## src/rtl/ps_link_ctrl_if.sv

```systemverilog
// rtl/ps_link_ctrl_if.sv - byte-source handshake and serial-lane signal bundle for ps_link_ctrl
interface ps_link_ctrl_if;
    logic [7:0] data_in0;
    logic       valid_in0;
    logic       ready0;
    logic [7:0] data_in1;
    logic       valid_in1;
    logic       ready1;
    logic       data_out;
    logic [2:0] phase;
    logic       byte_start;
    logic       lane_sel;
    logic       data_active;

    // Byte producers and lane observers
    modport master (
        output data_in0, valid_in0, data_in1, valid_in1,
        input  ready0, ready1, data_out, phase, byte_start, lane_sel, data_active
    );

    // Link controller
    modport slave (
        input  data_in0, valid_in0, data_in1, valid_in1,
        output ready0, ready1, data_out, phase, byte_start, lane_sel, data_active
    );
endinterface

```

## src/rtl/ps_link_ctrl.sv

```systemverilog
// rtl/ps_link_ctrl.sv - two-lane round-robin byte scheduler feeding an MSB-first serial shift register
module ps_link_ctrl #(
    parameter logic [7:0] IDLE_BYTE  = 8'hBC,
    parameter int         SYNC_BYTES = 4
) (
    input  logic          clk_8f,
    input  logic          reset,
    ps_link_ctrl_if.slave link
);

    localparam int CW = (SYNC_BYTES > 1) ? $clog2(SYNC_BYTES) : 1;
    localparam logic [CW-1:0] SYNC_INIT = CW'(SYNC_BYTES - 1);
    localparam logic [CW-1:0] SYNC_ONE  = CW'(1);

    typedef enum logic {
        ST_SYNC   = 1'b0,
        ST_ACTIVE = 1'b1
    } state_t;

    state_t        state_q;
    logic [2:0]    phase_q;
    logic [7:0]    shreg_q;
    logic [CW-1:0] sync_cnt_q;
    logic          last_q;
    logic          lane_sel_q;
    logic          data_active_q;

    logic load_slot;
    logic eligible;
    logic grant0;
    logic grant1;

    // Slot arbitration; reset suppresses any grant so no handshake completes under reset
    always_comb begin
        load_slot = (phase_q == 3'd7);
        eligible  = (state_q == ST_ACTIVE) || (sync_cnt_q == '0);
        grant0    = 1'b0;
        grant1    = 1'b0;
        if (!reset && load_slot && eligible) begin
            if (link.valid_in0 && link.valid_in1) begin
                grant0 = last_q;
                grant1 = !last_q;
            end else begin
                grant0 = link.valid_in0;
                grant1 = link.valid_in1;
            end
        end
    end

    assign link.ready0      = grant0;
    assign link.ready1      = grant1;
    assign link.data_out    = shreg_q[7];
    assign link.phase       = phase_q;
    assign link.byte_start  = (phase_q == 3'd0);
    assign link.lane_sel    = lane_sel_q;
    assign link.data_active = data_active_q;

    // Bit timing, sync countdown and byte loading; all tags update only at the load slot
    always_ff @(posedge clk_8f) begin
        if (reset) begin
            phase_q       <= 3'd0;
            shreg_q       <= IDLE_BYTE;
            state_q       <= ST_SYNC;
            sync_cnt_q    <= SYNC_INIT;
            last_q        <= 1'b1;
            lane_sel_q    <= 1'b0;
            data_active_q <= 1'b0;
        end else begin
            phase_q <= phase_q + 3'd1;
            if (!load_slot) begin
                shreg_q <= {shreg_q[6:0], 1'b0};
            end else begin
                if (state_q == ST_SYNC) begin
                    if (sync_cnt_q != '0) begin
                        sync_cnt_q <= sync_cnt_q - SYNC_ONE;
                    end else begin
                        state_q <= ST_ACTIVE;
                    end
                end
                if (grant0) begin
                    shreg_q       <= link.data_in0;
                    lane_sel_q    <= 1'b0;
                    data_active_q <= 1'b1;
                    last_q        <= 1'b0;
                end else if (grant1) begin
                    shreg_q       <= link.data_in1;
                    lane_sel_q    <= 1'b1;
                    data_active_q <= 1'b1;
                    last_q        <= 1'b1;
                end else begin
                    shreg_q       <= IDLE_BYTE;
                    data_active_q <= 1'b0;
                end
            end
        end
    end

endmodule

```

## src/flat_wrapper.sv

```systemverilog
// flat-port wrapper written by rule: the top's interface ports become plain ports
module ps_link_ctrl_flat 
#(
    parameter logic [7:0] IDLE_BYTE  = 8'hBC,
    parameter int         SYNC_BYTES = 4
)
  (clk_8f, reset, link_data_in0, link_valid_in0, link_data_in1, link_valid_in1, link_ready0, link_ready1, link_data_out, link_phase, link_byte_start, link_lane_sel, link_data_active);
  ps_link_ctrl_if link_i ();
  input  logic clk_8f;
  input  logic reset;
  input wire logic [$bits(link_i.data_in0)-1:0] link_data_in0;
  input wire logic [$bits(link_i.valid_in0)-1:0] link_valid_in0;
  input wire logic [$bits(link_i.data_in1)-1:0] link_data_in1;
  input wire logic [$bits(link_i.valid_in1)-1:0] link_valid_in1;
  output wire logic [$bits(link_i.ready0)-1:0] link_ready0;
  output wire logic [$bits(link_i.ready1)-1:0] link_ready1;
  output wire logic [$bits(link_i.data_out)-1:0] link_data_out;
  output wire logic [$bits(link_i.phase)-1:0] link_phase;
  output wire logic [$bits(link_i.byte_start)-1:0] link_byte_start;
  output wire logic [$bits(link_i.lane_sel)-1:0] link_lane_sel;
  output wire logic [$bits(link_i.data_active)-1:0] link_data_active;
  assign link_i.data_in0 = link_data_in0;
  assign link_i.valid_in0 = link_valid_in0;
  assign link_i.data_in1 = link_data_in1;
  assign link_i.valid_in1 = link_valid_in1;
  assign link_ready0 = link_i.ready0;
  assign link_ready1 = link_i.ready1;
  assign link_data_out = link_i.data_out;
  assign link_phase = link_i.phase;
  assign link_byte_start = link_i.byte_start;
  assign link_lane_sel = link_i.lane_sel;
  assign link_data_active = link_i.data_active;
  ps_link_ctrl #(.IDLE_BYTE(IDLE_BYTE), .SYNC_BYTES(SYNC_BYTES)) u_core (.clk_8f(clk_8f), .reset(reset), .link(link_i));
endmodule
```

## config.mk

```make
export PLATFORM = sky130hd
export DESIGN_NAME = ps_link_ctrl_flat
export DESIGN_NICKNAME = d
export VERILOG_FILES = /design/src/rtl/ps_link_ctrl_if.sv /design/src/rtl/ps_link_ctrl.sv /design/src/flat_wrapper.sv
export SDC_FILE = /design/constraint.sdc
export NUM_CORES = 1
export LEC_CHECK = 0
export ABC_AREA = 1
export CORE_MARGIN = 4
export CORE_UTILIZATION = 60
export DETAILED_ROUTE_END_ITERATION = 8
export DONT_BUFFER_PORTS = 1
export PLACE_DENSITY = 0.74
export SYNTH_ARGS = -nofsm -noshare
export SYNTH_HDL_FRONTEND = slang
export SYNTH_SLANG_ARGS = --single-unit
export TNS_END_PERCENT = 1
```

## constraint.sdc

```tcl
create_clock -name clk_8f -period 3.82 [get_ports clk_8f]
set_clock_uncertainty 0.2 [all_clocks]
set_input_delay 0.573 -clock clk_8f [delete_from_list [all_inputs] [get_ports clk_8f]]
set_output_delay 0.573 -clock clk_8f [all_outputs]
set_load 0.02 [all_outputs]
```

==> reports/qor.yml, run 1 <==
clock_network:
  path_clk_slew_ns: 0.09
  ctsHtreeMaxLevel: 1
  clock-root-buffer: "clkbuf_4"
  cts_tree: "yes"
  clockBufferDepth: 2
  worstSkewPairLatency_ns: 0.29
  numCtsBuffers: 3
  cts_resized: 0
  cts.sinks: 17
  postCtsHoldBufs: 0
  post-cts-setup-buffers: 0
detailed_routing:
  routed_wl_um: 1490
  vias_per_cell: 5.22
  dr.pass1.iters: 2
  drt-wirelength-per-cell_um: 12.2
  antenna_left: 0
  drc: 0
  vias: 637
  drt_iter0_drc: 4
finish:
  n_fill_cell: 119
  fin_nets: 132
  syn_to_final_growth_pct: 2.73
  drive_gt1_share_pct: 9.35
  final_area_um2: 848
  finalCoreUtilization_pct: 65.2
  diodes: 0
yosys:
  synth_most_common_cell: "nand2_1"
  yosysWarnings: 0
  synth_top_area_share_pct: 41.2
  synth_top_area_cell: "dfxtp_1"
  synth_seq_area_share_pct: 41.2
  synthTopCellsByArea: "dfxtp_1 (41%), nand2_1 (9.5%), nand3b_1 (9.1%)"
  synthDistinctLibCells: 19
  ys.flop_type: "dfxtp_1"
  synth-edff-count: 0
  synthesis.area_um2: 826
  syn_inst: 106
  syn_nets: 130
  async_flop_share_pct: 0
  ys_ff_latch: 17
  ys_top_cells_by_count: "nand2_1 (21), dfxtp_1 (17), inv_1 (13), nand3_1 (13), nand3b_1 (10)"
  syn_avg_cell_area_um2: 7.79
die:
  num_rows: 13
  die_area_um2: 2030
  coreArea_um2: 1300
  die_h_um: 45.1
  fp.dieW_um: 45.1
  ios: 29
  start_util_pct: 63.5
run:
  cap_violations: 0
worst_setup_path:
  reg2reg_slack_ns: 1.74
  critPathKind: "register to output pin"
  cp-end-kind: "output pin"
  reg2reg_from: "u_core.link.phase[0]"
  critical_path_depth: 6
  crit_fanout: 16
  crit_required_ns: 3.05
  critPathSlowestCell: "dfxtp_1"
  r2r_end: "u_core.last_q"
  critPathBufInv: 1
  cpMostUsedCell: "ha_1"
  path_delay_family: "adder cells"
  r2r_cells: 7
  max_stage_delay_ns: 0.50
  startpoint_type: "register"
  critPathArrivalTime_ns: 2.00
  cp_cell_sequence: "ha_1 -> ha_1 -> nand2_4 -> nor2_8 -> nand2_1 -> inv_2"
timing:
  finalCritPeriodShare_pct: 72.6
  max_freq_mhz: 361
  tightest_slew_ns: 0.405
  tns_ns: 0
  rsz0062_at_grt: "false"
  finalHoldViolations: 0
  slew_headroom_pct: 73.0
  fin_ws_ns: 1.05
  drv_slew: 0
  hold_ws_ns: 0.142
  setup_viol: 0
  period_needed_ns: 2.77
power:
  power.leakage_nw: 0.432
  internal_power_mw: 0.232
  power_frac_comb_pct: 6.7
  swShare_pct: 23.6
  netSwitchingPower_mw: 0.0716
  irDropWorstVdd_mv: 0.229
  seqPwrFrac_pct: 63.0
  p_clk_share_pct: 30.3
  p_per_area_nw_per_um2: 357
grt:
  grt-ovfl-total: 0
  grtUsageTotal_pct: 17.6
  grt_pass1_vias: 609
  grt_pass1_wl_um: 2560
  grt_antenna_before_repair: 0
  grt_max_degree: 17
place:
  hpwl_um: 1170
  place.gp.congestion: 0.715
  placedInstanceArea_um2: 822
  portBuffers: 0
  pre_cts_ws_ns: 1.35
worst_hold_path:
  hp-start: "reset"
  min_path_type: "primary input to register"
  hold_depth: 1
  worstHoldEndpoint: "u_core.link.phase[2]"
run_status:
  status: "finished clean"
-- layout make-up --
class,instances,area [um2],share of cell area (%)
Multi-Input combinational cell,70,402,47.3
Sequential cell,17,340,40.1
Inverter,16,61.3,7.23
Clock buffer,4,26.3,3.10
Tap cell,15,18.8,2.21
-- layer usage --
layer,global-route usage (%),part of all wire (%),vias to the layer above
met3,6.37,5.1,2
met4,5.26,0.54,0
met1,20.9,41,277
met5,0,0,-
li1,-,-,345
met2,29.4,53,13
-- stage by stage --
stage          cells  power, mW
5_1_grt          122      0.318
6_report         122      0.303
4_1_cts          122      0.306
3_5_place_dp     118      0.216
3_3_place_gp     118      0.215
2_1_floorplan    106      0.213
-- worst max path at each step --
stage | startpoint | to | slack (ns)
finish | u_core.link.phase[0] | link_ready0 | 1.05
global route | u_core.link.phase[0] | link_ready0 | 0.84
CTS | u_core.link.phase[0] | link_ready0 | 1.02
detailed placement | u_core.link.phase[0] | link_ready0 | 1.35
global placement | u_core.link.phase[0] | link_ready0 | 1.41
floorplan | u_core.link.phase[0] | link_ready0 | 1.79
-- worst register-to-register path, stage by stage, from the launching register on --
cell,delay [ns]
dfxtp_1,0.50
ha_1,0.20
ha_1,0.40
nand2_4,0.11
nor2_8,0.20
nand2_1,0.16
a21oi_1,0.15
nand2_1,0.06
-- cell usage in the layout, fill, tap and decap left out --
| cell type | n |
|---|---|
| ha_1 | 4 |
| nor2_4 | 1 |
| o21ai_1 | 1 |
| inv_2 | 2 |
| dfxtp_1 | 17 |
| clkinv_2 | 1 |
| a21oi_1 | 9 |
| clkbuf_4 | 3 |
| nor2_1 | 7 |
| nand3_1 | 13 |
| inv_1 | 13 |
| clkbuf_1 | 1 |
| nand2_1 | 21 |
| nand2_4 | 1 |
| nor2_8 | 1 |
| nand3b_1 | 10 |
| a21oi_2 | 1 |
| o21ai_0 | 1 |
-- state kept, by name, indices dropped and copies added (netlist names) --
signal / cells
u_core.link.data_active: 1
u_core.state_q: 1
u_core.shreg_q: 8
u_core.link.lane_sel: 1
u_core.last_q: 1
u_core.link.phase: 3
u_core.sync_cnt_q: 2
-- power groups by stage --
stage / Clock (mW) / Combinational, mW / Sequential (mW)
2_1_floorplan: 0 / 0.0189 / 0.194
3_3_place_gp: 0 / 0.0199 / 0.195
3_5_place_dp: 0 / 0.0205 / 0.195
4_1_cts: 0.0947 / 0.0206 / 0.191
5_1_grt: 0.102 / 0.0241 / 0.192
6_report: 0.0919 / 0.0203 / 0.191
-- kinds of logic (layout without fill, tap and decap cells) --
logic type | after synthesis | in the layout | share of synthesized area [%]
AND/OR/NAND/NOR | 54 | 54 | 34.8
buffers and inverters | 19 | 20 | 10.2
flip-flops | 17 | 17 | 41.2
AO/OA/AOI/OAI | 12 | 12 | 7.73
adder cells (fa/ha/maj) | 4 | 4 | 6.06
No activity file was read; power rests on OpenSTA's default activity.
==> run 2: changes to the inputs <==
CORE_UTILIZATION = 53   (was 60)
PLACE_DENSITY = 0.69   (was 0.74)
clock period = 2.4 ns   (was 3.82 ns; I/O delays follow)
==> reports/qor.yml, run 2 (synthesis gave the netlist of run 1 again) <==
timing:
  finalCritPeriodShare_pct: 93.4
  rsz0062_at_grt: "false"
  max_freq_mhz: 446
  setup_viol: 0
  finalHoldViolations: 0
  tns_ns: 0
  period_needed_ns: 2.24
  hold_ws_ns: 0.0185
  drv_slew: 0
  tightest_slew_ns: 0.421
  slew_headroom_pct: 71.9
grt:
  grt-ovfl-total: 0
  grt_max_degree: 17
  grt_pass1_vias: 665
  grtUsageTotal_pct: 17.9
  grt_pass1_wl_um: 2800
  grt_antenna_before_repair: 0
clock_network:
  ctsHtreeMaxLevel: 1
  worstSkewPairLatency_ns: 0.29
  clockBufferDepth: 2
  cts_tree: "yes"
  path_clk_slew_ns: 0.10
  clock-root-buffer: "clkbuf_4"
  cts.sinks: 17
  post-cts-setup-buffers: 0
  numCtsBuffers: 3
worst_setup_path:
  critPathSlowestCell: "dfxtp_2"
  critPathArrivalTime_ns: 1.68
  critical_path_depth: 6
  crit_required_ns: 1.84
  cp_cell_sequence: "ha_1 -> ha_1 -> nand2_4 -> nor2_8 -> nand2_1 -> inv_2"
  max_stage_delay_ns: 0.42
  reg2reg_slack_ns: 0.63
  r2r_cells: 8
  critPathBufInv: 1
  r2r_end: "u_core.shreg_q[0]"
  path_delay_family: "simple AND/OR/NAND/NOR gates"
  startpoint: "u_core.link.phase[0]"
  crit_fanout: 16
  reg2reg_from: "u_core.link.phase[0]"
  setup.worst_path.end: "link_ready0"
  cp-end-kind: "output pin"
  critPathKind: "register to output pin"
  startpoint_type: "register"
  cpMostUsedCell: "ha_1"
finish:
  syn_to_final_growth_pct: 7.73
  finalCoreUtilization_pct: 64.3
  final_common_cell: "nand2_1"
  regMostFlops: "u_core.shreg_q"
  diodes: 0
  n_fill_cell: 128
  largest_reg_flops: 8
  final_cell_mix: "nand2_1 (21), dfxtp_1 (15), inv_1 (13), nand3_1 (13), nand3b_1 (10)"
  drive_gt1_share_pct: 12.6
  fin_nets: 136
detailed_routing:
  vias: 664
  dr.pass1.iters: 4
  antenna_left: 0
  drt_iter0_drc: 5
  drc: 0
  vias_per_cell: 5.27
  routed_wl_um: 1580
  drt-wirelength-per-cell_um: 12.5
die:
  coreArea_um2: 1380
  ios: 29
  num_rows: 13
  die_area_um2: 2250
  start_util_pct: 59.7
  die_h_um: 47.5
  fp.dieW_um: 47.5
power:
  power.leakage_nw: 0.453
  irDropWorstVdd_mv: 0.328
  p_clk_share_pct: 30.9
  seqPwrFrac_pct: 61.2
  netSwitchingPower_mw: 0.127
  power_frac_comb_pct: 7.9
  swShare_pct: 25.6
  internal_power_mw: 0.370
  p_per_area_nw_per_um2: 560
run:
  cap_violations: 0
place:
  portBuffers: 0
  hpwl_um: 1130
  place.gp.congestion: 0.722
run_status:
  status: "finished clean"
worst_hold_path:
  min_path_type: "primary input to register"
-- run 2: cell count changes in the layout (fill, tap and decap cells not counted) --
cell           before  now
dfxtp_1            17   15
dfxtp_2             0    2
clkbuf_1            1    0
buf_4               0    1
clkinv_2            1    2
dlygate4sd3_1       0    3
-- run 2: worst min path at each step --
stage | from | endpoint | depth (start not counted)
floorplan | u_core.shreg_q[1] | u_core.shreg_q[2] | 2
global placement | u_core.shreg_q[4] | u_core.shreg_q[5] | 2
detailed placement | u_core.shreg_q[6] | u_core.shreg_q[7] | 2
CTS | reset | u_core.last_q | 2
global route | reset | u_core.sync_cnt_q[0] | 2
finish | reset | u_core.last_q | 2
-- run 2: cell type report --
class,count,area [um2],share of cell area (%)
Tap cell,15,18.8,2.11
Clock inverter,1,5.00,0.563
Multi-Input combinational cell,70,402,45.1
Inverter,16,61.3,6.89
Sequential cell,17,343,38.5
Clock buffer,3,22.5,2.53
Timing Repair Buffer,4,37.5,4.22
-- run 2: per-layer routing --
layer / share of wire, % / global-route usage [%] / up-vias / wire [um]
met4: 1.5 / 8.29 / 0 / 24
li1: - / - / 352 / -
met5: 0 / 0 / - / 0
met3: 9.3 / 5.64 / 4 / 147
met2: 45 / 29.1 / 22 / 712
met1: 44 / 21.3 / 286 / 696
-- run 2: stage by stage --
stage          cells  setup slack, ns  cell area (um2)  power [mW]
3_5_place_dp     119            0.376              830       0.344
2_1_floorplan    106            0.584              826       0.340
3_3_place_gp     119            0.408              830       0.343
4_1_cts          126           0.0235              887       0.504
5_1_grt          126           0.0167              890       0.524
6_report         126            0.160              890       0.498
-- run 2: power by group through the flow --
stage	Sequential, mW	Combinational (mW)	Clock (mW)
global route	0.306	0.0462	0.172
global placement	0.310	0.0328	0
CTS	0.304	0.0398	0.160
detailed placement	0.311	0.0330	0
finish	0.304	0.0395	0.154
floorplan	0.309	0.0301	0
-- run 2: timing repair --
action	4_1_cts	5_1_grt
resized for setup	0	2
endpoints found under the setup margin	0	2
hold buffers	3	0
endpoints found under the hold margin	12	0
